==> src/rtl/mcycle_control32.sv <==
// Multi-cycle MIPS32 control unit: IF/ID/EX/MEM/WB sequencer with memory versus IO split in MEM.
// Optional IO wait abandonment is compiled in by defining CTRL_IO_TIMEOUT_EN.
module mcycle_control32 #(
  parameter int                     ADDR_HIGH_W = 22,
  parameter logic [ADDR_HIGH_W-1:0] IO_HIGH     = {ADDR_HIGH_W{1'b1}},
  parameter int                     IO_TIMEOUT  = 1023
) (
  input  logic                   clock,
  input  logic                   reset,
  input  logic [5:0]             Opcode,
  input  logic [5:0]             Function_opcode,
  input  logic [ADDR_HIGH_W-1:0] Alu_resultHigh,
  input  logic                   io_ready,
  output logic                   PCWrite,
  output logic                   IRWrite,
  output logic                   RegWrite,
  output logic                   MemRead,
  output logic                   MemWrite,
  output logic                   IORead,
  output logic                   IOWrite,
  output logic                   MemorIOtoReg,
  output logic                   RegDST,
  output logic                   ALUSrc,
  output logic                   I_format,
  output logic                   Sftmd,
  output logic                   Jrn,
  output logic                   Jmp,
  output logic                   Jal,
  output logic                   Branch,
  output logic                   nBranch,
  output logic [1:0]             ALUOp,
  output logic                   instr_done,
  output logic                   illegal_instr,
  output logic                   io_timeout
);

  localparam logic [5:0] OP_RTYPE = 6'h00;
  localparam logic [5:0] OP_J     = 6'h02;
  localparam logic [5:0] OP_JAL   = 6'h03;
  localparam logic [5:0] OP_BEQ   = 6'h04;
  localparam logic [5:0] OP_BNE   = 6'h05;
  localparam logic [5:0] OP_LW    = 6'h23;
  localparam logic [5:0] OP_SW    = 6'h2B;
  localparam logic [5:0] FN_JR    = 6'h08;

  typedef enum logic [2:0] {
    S_IF  = 3'd0,
    S_ID  = 3'd1,
    S_EX  = 3'd2,
    S_MEM = 3'd3,
    S_WB  = 3'd4
  } state_e;

  state_e state_q, state_d;

  logic r_format_s, lw_s, sw_s, legal_s, mem_io_s, timeout_s;
  logic pc_write_s, ir_write_s, reg_write_s, mem_read_s, mem_write_s;
  logic io_read_s, io_write_s, mem_to_reg_s, done_s, illegal_s;

  always_comb begin
    r_format_s = (Opcode == OP_RTYPE);
    lw_s       = (Opcode == OP_LW);
    sw_s       = (Opcode == OP_SW);
    I_format   = (Opcode[5:3] == 3'b001);
    Jmp        = (Opcode == OP_J);
    Jal        = (Opcode == OP_JAL);
    Branch     = (Opcode == OP_BEQ);
    nBranch    = (Opcode == OP_BNE);
    Jrn        = r_format_s && (Function_opcode == FN_JR);
    Sftmd      = r_format_s && (Function_opcode[5:3] == 3'b000);
    RegDST     = r_format_s;
    ALUSrc     = I_format || lw_s || sw_s;
    ALUOp      = {r_format_s || I_format, Branch || nBranch};
    legal_s    = r_format_s || I_format || lw_s || sw_s || Branch || nBranch || Jmp || Jal;
    mem_io_s   = (Alu_resultHigh == IO_HIGH);
  end

`ifdef CTRL_IO_TIMEOUT_EN
  localparam int CNT_W = $clog2(IO_TIMEOUT + 1);

  logic [CNT_W-1:0] io_cnt_q, io_cnt_d;

  // Count unanswered IO cycles; any non-MEM state leaves the count at zero for the next entry.
  always_comb begin
    if ((state_q == S_MEM) && mem_io_s && !io_ready) begin
      io_cnt_d = io_cnt_q + {{(CNT_W-1){1'b0}}, 1'b1};
    end else begin
      io_cnt_d = {CNT_W{1'b0}};
    end
  end

  always_ff @(posedge clock) begin
    if (reset) begin
      io_cnt_q <= {CNT_W{1'b0}};
    end else begin
      io_cnt_q <= io_cnt_d;
    end
  end

  assign timeout_s = (state_q == S_MEM) && mem_io_s && !io_ready &&
                     (io_cnt_q == CNT_W'(IO_TIMEOUT - 1));
`else
  // Waits forever; evaluates to 0 for any legal IO_TIMEOUT.
  assign timeout_s = (IO_TIMEOUT < 0);
`endif

  always_ff @(posedge clock) begin
    if (reset) begin
      state_q <= S_IF;
    end else begin
      state_q <= state_d;
    end
  end

  always_comb begin
    state_d = state_q;
    case (state_q)
      S_IF: state_d = S_ID;
      S_ID: begin
        if (!legal_s || Jmp || Jal || Jrn) state_d = S_IF;
        else                               state_d = S_EX;
      end
      S_EX: begin
        if (lw_s || sw_s)            state_d = S_MEM;
        else if (Branch || nBranch)  state_d = S_IF;
        else                         state_d = S_WB;
      end
      S_MEM: begin
        if (mem_io_s && !io_ready) state_d = timeout_s ? S_IF : S_MEM;
        else if (lw_s)             state_d = S_WB;
        else                       state_d = S_IF;
      end
      S_WB:    state_d = S_IF;
      default: state_d = S_IF;
    endcase
  end

  always_comb begin
    pc_write_s   = 1'b0;
    ir_write_s   = 1'b0;
    reg_write_s  = 1'b0;
    mem_read_s   = 1'b0;
    mem_write_s  = 1'b0;
    io_read_s    = 1'b0;
    io_write_s   = 1'b0;
    mem_to_reg_s = 1'b0;
    done_s       = 1'b0;
    illegal_s    = 1'b0;
    case (state_q)
      S_IF: begin
        ir_write_s = 1'b1;
        pc_write_s = 1'b1;
      end
      S_ID: begin
        if (!legal_s) begin
          illegal_s = 1'b1;
        end else if (Jmp || Jal || Jrn) begin
          pc_write_s  = 1'b1;
          reg_write_s = Jal;
          done_s      = 1'b1;
        end else begin
          done_s = 1'b0;
        end
      end
      S_EX: begin
        if (Branch || nBranch) begin
          pc_write_s = 1'b1;
          done_s     = 1'b1;
        end else begin
          done_s = 1'b0;
        end
      end
      S_MEM: begin
        // IO strobes hold until io_ready; a store finishes here, a load continues to WB.
        if (mem_io_s) begin
          io_read_s  = lw_s && !timeout_s;
          io_write_s = sw_s && !timeout_s;
          done_s     = sw_s && io_ready;
        end else begin
          mem_read_s  = lw_s;
          mem_write_s = sw_s;
          done_s      = sw_s;
        end
      end
      S_WB: begin
        reg_write_s  = 1'b1;
        mem_to_reg_s = lw_s;
        done_s       = 1'b1;
      end
      default: begin
        done_s = 1'b0;
      end
    endcase
  end

  assign PCWrite       = pc_write_s   & ~reset;
  assign IRWrite       = ir_write_s   & ~reset;
  assign RegWrite      = reg_write_s  & ~reset;
  assign MemRead       = mem_read_s   & ~reset;
  assign MemWrite      = mem_write_s  & ~reset;
  assign IORead        = io_read_s    & ~reset;
  assign IOWrite       = io_write_s   & ~reset;
  assign MemorIOtoReg  = mem_to_reg_s & ~reset;
  assign instr_done    = done_s       & ~reset;
  assign illegal_instr = illegal_s    & ~reset;
  assign io_timeout    = timeout_s    & ~reset;

endmodule
==> config.mk <==
export PLATFORM = sky130hd
export DESIGN_NAME = mcycle_control32
export DESIGN_NICKNAME = d
export VERILOG_FILES = /design/src/rtl/mcycle_control32.sv
export SDC_FILE = /design/constraint.sdc
export NUM_CORES = 1
export LEC_CHECK = 0
export ABC_AREA = 1
export CAP_MARGIN = 20
export CORE_UTILIZATION = 26
export CTS_CLUSTER_SIZE = 20
export DETAILED_ROUTE_END_ITERATION = 6
export PLACE_DENSITY = 0.75
export SLEW_MARGIN = 40
export SYNTH_ARGS = -nofsm -noshare
export SYNTH_HDL_FRONTEND = slang
export SYNTH_SLANG_ARGS = --single-unit
==> constraint.sdc <==
create_clock -name clock -period 1.9 [get_ports clock]
set_clock_uncertainty 0.2 [all_clocks]
set_input_delay 0.57 -clock clock [delete_from_list [all_inputs] [get_ports clock]]
set_output_delay 0.57 -clock clock [all_outputs]
set_load 0.02 [all_outputs]
# Word level (Yosys, flattened, before mapping)
# Cells that the tools add are included.
# classes
eq_ne	13
mux	27
bitwise_logic	11
reduce_logical	25
# op_table
operator	count
22-bit == test, second input constant	1
1-bit two-way mux	18
1-bit logical OR	16
6-bit by 2-bit == test with 1-bit output, second input constant	2
6-bit by 3-bit == test with 1-bit output, second input constant	2
6-bit == test, second input constant	2
3-bit two-way mux	4
3-bit one-hot mux with 4 select lines	1
1-bit bitwise AND	10
3-bit by 1-bit == test with 1-bit output, second input constant	2
3-bit by 2-bit == test with 1-bit output, second input constant	2
6-bit by 4-bit == test with 1-bit output, second input constant	1
3-bit zero test	2
6-bit zero test	1
1-bit logical AND	4
1-bit one-hot mux with 4 select lines	1
3-bit == test, second input constant	1
1-bit one-hot mux with 3 select lines	1
1-bit zero test	2
2-bit two-way mux	1
1-bit one-hot mux with 2 select lines	1
1-bit NOT	1
# totals
regBits	3
input_bits	37
output_inout_bits	22

# Depth between registers and ports, before layout
# depth
ltp_word	14
mapped_depth	9
mapped_depth_nobuf	9

# Worst setup path before layout
# No wires, ideal clock.
# synth_path
path_kind	input to output
from	input Opcode[2]
to	output instr_done
arrival_time_ns	1.509
t_required_ns	1.130
slack_ns	-0.379
path_stages	9
path_cell_list	nor2_2 -> nand2_2 -> nor2_4 -> nand2_2 -> nand2_1 -> nand2_1 -> nand2_2 -> nor2_1 -> nor2_1
# synth_between
elab_chain_len	11
# synth_rtl
element	line	text
start: declaration	10	input logic [5:0] Opcode,
6-bit zero test (*)	61	r_format_s = (Opcode == OP_RTYPE);
net RegDST	22	output logic RegDST,
1-bit logical OR (7 in series)	74	legal_s = r_format_s || I_format || lw_s || sw_s || Branch || nBranch || Jmp || Jal;
1-bit two-way mux (*)	155	if (!legal_s) begin
1-bit one-hot mux with 4 select lines (*)	149	case (state_q)
1-bit bitwise AND (*)	204	assign instr_done = done_s & ~reset;
end: declaration	32	output logic instr_done,
# The timed path passes the listed nets; every way through them passes the cells marked *.

# Worst setup path after layout
# layout_path
from	input Opcode[4]
to	output instr_done
# layout_between
elab_chain_len	11
# layout_rtl
element	line
6-bit zero test or 3-bit by 1-bit == test with 1-bit output (tied branches)	61, 64
1-bit logical OR (7 in series)	74
1-bit two-way mux	155
1-bit one-hot mux with 4 select lines (*)	149
1-bit bitwise AND (*)	204
# Mark *: on every way between the ends. The rest lies on a longest branch, timed or not.

==> results.ini <==
[status]
status = finished, violations left
violations = setup timing

[floorplan]
pin_count = 59
coreArea_sq_mm = 0.00219
start_util_pct = 27.5
die_w_microns = 50.2
rows = 17
die_h_microns = 50.2
dieArea_sq_mm = 0.00252

[yosys]
yosys_warnings = 0
syn_inst = 117
ys_ff_latch = 3
synth.net_count = 154
synth_edf_count = 0
seq_area_frac_synth_pct = 9.96
synth_cell_types = 22
ys.flop_type = dfxtp_1
synth_area_per_cell_sq_um = 5.15
synth-async-reset-ratio_pct = 0
netlist_area_sq_um = 603

[clock_network]
numCtsBuffers = 3
clk_latency_ns = 0.25
cts_tree = yes
clk_pin_slew_worst_paths_ns = 0.04
max-clock-path-buffers = 2
root_buffer = clkbuf_4
cts-htree-levels = 1
cts_num_sinks = 3

[drt]
vias = 1257
wl_per_cell_microns = 16.8
postRouteAntennaNets = 0
drt_iter0_markers = 46
drc = 0
vias_per_cell = 5.11
drt_wl_total_mm = 4.14
firstDrtPassIters = 4

[final_layout]
largest_register_ffs = 3
largest_register = state_q
antenna_cells = 0
n_fill_cell = 129
drive_gt1_share_pct = 73.9
finalNonFillerCells = 246
top_regs = state_q x3
syn_to_final_growth_pct = 197
num-nets-final = 256

[grt]
track_usage_pct = 24.1
grt_max_degree = 5
grt_overflow = 0
grt_pass1_vias = 1198
antenna_found_initial = 0
grt_pass1_wl_mm = 4.74

[pwr]
power_mw = 0.440
pwr-share-comb_pct = 55.5
p_sw_mw = 0.163
p_seq_share_pct = 15.6
swShare_pct = 37.1
p_clk_share_pct = 28.9
peakVddDrop_v = 0.000236
p_int_mw = 0.276
p_leak_nw = 0.951
power_density_mw_per_mm2 = 246

[worst_setup_path]
arrival_ns = 1.67
worstSetupStartpointType = input port
crit_chain = buf_8 > nor2_4 > nand4_1 > inv_2 > nand2_1 > nand2_2 > nor2_2 > nor2_2 > buf_6
path_common_cell = nor2_2
slowest_stage = nand4_1
end_kind = output pin
path_max_fanout = 4
setup.worst_path.class = input port to output pin
rr_worst_depth = 7
critPathRequiredTime_ns = 1.13
crit_path_max_incr_delay_ns = 0.23

[sta]
fin_crit_sh_pct = 128
drv_slew = 0
max_freq_mhz = 410
hold_viol_final = 0
finalSetupViolCount = 20
rsz0062_at_grt = yes
holdWs_ns = 0.487
fin_setup_tns_ns = -7.54
setup_slack_ns = -0.536
min_period_ns = 2.44

[run]
maxCapViolCount = 0

[hold_path]
holdCritPathClass = flop to flop
hold_depth = 4

[placement]
io_buffer_count = 57
dp_slack_ns = -1.33
place_inst = 218
post-dp-hpwl_mm = 1.91
gp_congestion = 0.801

per-layer routing:
layer	vias to the layer above	routed length, microns	global-route usage [%]
li1	568	-	-
met1	583	1460	25.5
met2	83	2240	46.0
met3	23	259	3.94
met4	0	187	10.5
met5	-	0	0
cell usage in the layout, fill, tap and decap left out, drive strengths merged, types with 2 or more instances in the layout:
cell type / instances
inv: 21
clkbuf: 8
nor2: 24
nand3: 7
buf: 90
dfxtp: 3
nor4: 2
nor3: 3
a21oi: 3
nand2: 42
clkdlybuf4s15: 2
nand4: 7
critical path: cells and delay by family:
kind	cells	cell delay, ns
buf+inv	3	0.37
simple gates	6	0.73
what timing repair did:
item,CTS,global route
hold buffers,0,0
setup endpoints to repair,23,24
pin swaps,40,36
buffers inserted,18,12
gates resized for setup,291,54
gates cloned,0,0
power by group through the flow:
stage	registers [mW]	logic, mW	clock network (mW)
after detailed placement	0.0690	0.182	0
after global routing	0.0687	0.256	0.134
after floorplan	0.0686	0.0600	0
final	0.0685	0.244	0.127
after global placement	0.0688	0.178	0
after CTS	0.0681	0.197	0.116
path summary, 6_finish.rpt:
check	from	endpoint	slack [ns]
max	Opcode[4]	instr_done	-0.54
min	state_q[0]	state_q[0]	0.49
max reg2reg	state_q[1]	state_q[1]	0.60
min reg2reg	state_q[0]	state_q[0]	0.49
per-stage QoR:
| stage | instance area (sq um) | utilization, % |
|---|---|---|
| after floorplan | 644 | - |
| after detailed placement | 1370 | 62.5 |
| after global routing | 1790 | 81.7 |
| after global placement | 1370 | 62.5 |
| final | 1790 | 81.7 |
| after CTS | 1590 | 72.7 |
cells in the mapped netlist (2+ instances only):
master	instances	share of area, %
nand2_1	38	24
nor2_1	20	12
inv_1	19	12
nand4_1	7	7.3
nand3_1	6	5.0
nand2_2	4	4.1
dfxtp_1	3	10
a21oi_1	2	1.7
inv_2	2	1.2
nor2_2	2	2.1
nor2_4	2	3.7
nor3_1	2	1.7
cell type report:
type                    instances  area, sq um  area share [%]
inverters                      21         86.3            4.83
flip-flops and latches          3         66.3            3.71
multi-input cells              92          646            36.1
clock buffers                   4         26.3            1.47
well taps                      28         35.0            1.96
repair buffers                 98          930            52.0
kinds of logic after synthesis:
group	Yosys count	share of synthesized area, %
compound gates	4	3.94
other cells	1	0.622
flops	3	9.96
simple gates	87	71.2
buf+inv	22	14.3
No activity file was read; power rests on OpenSTA's default activity.
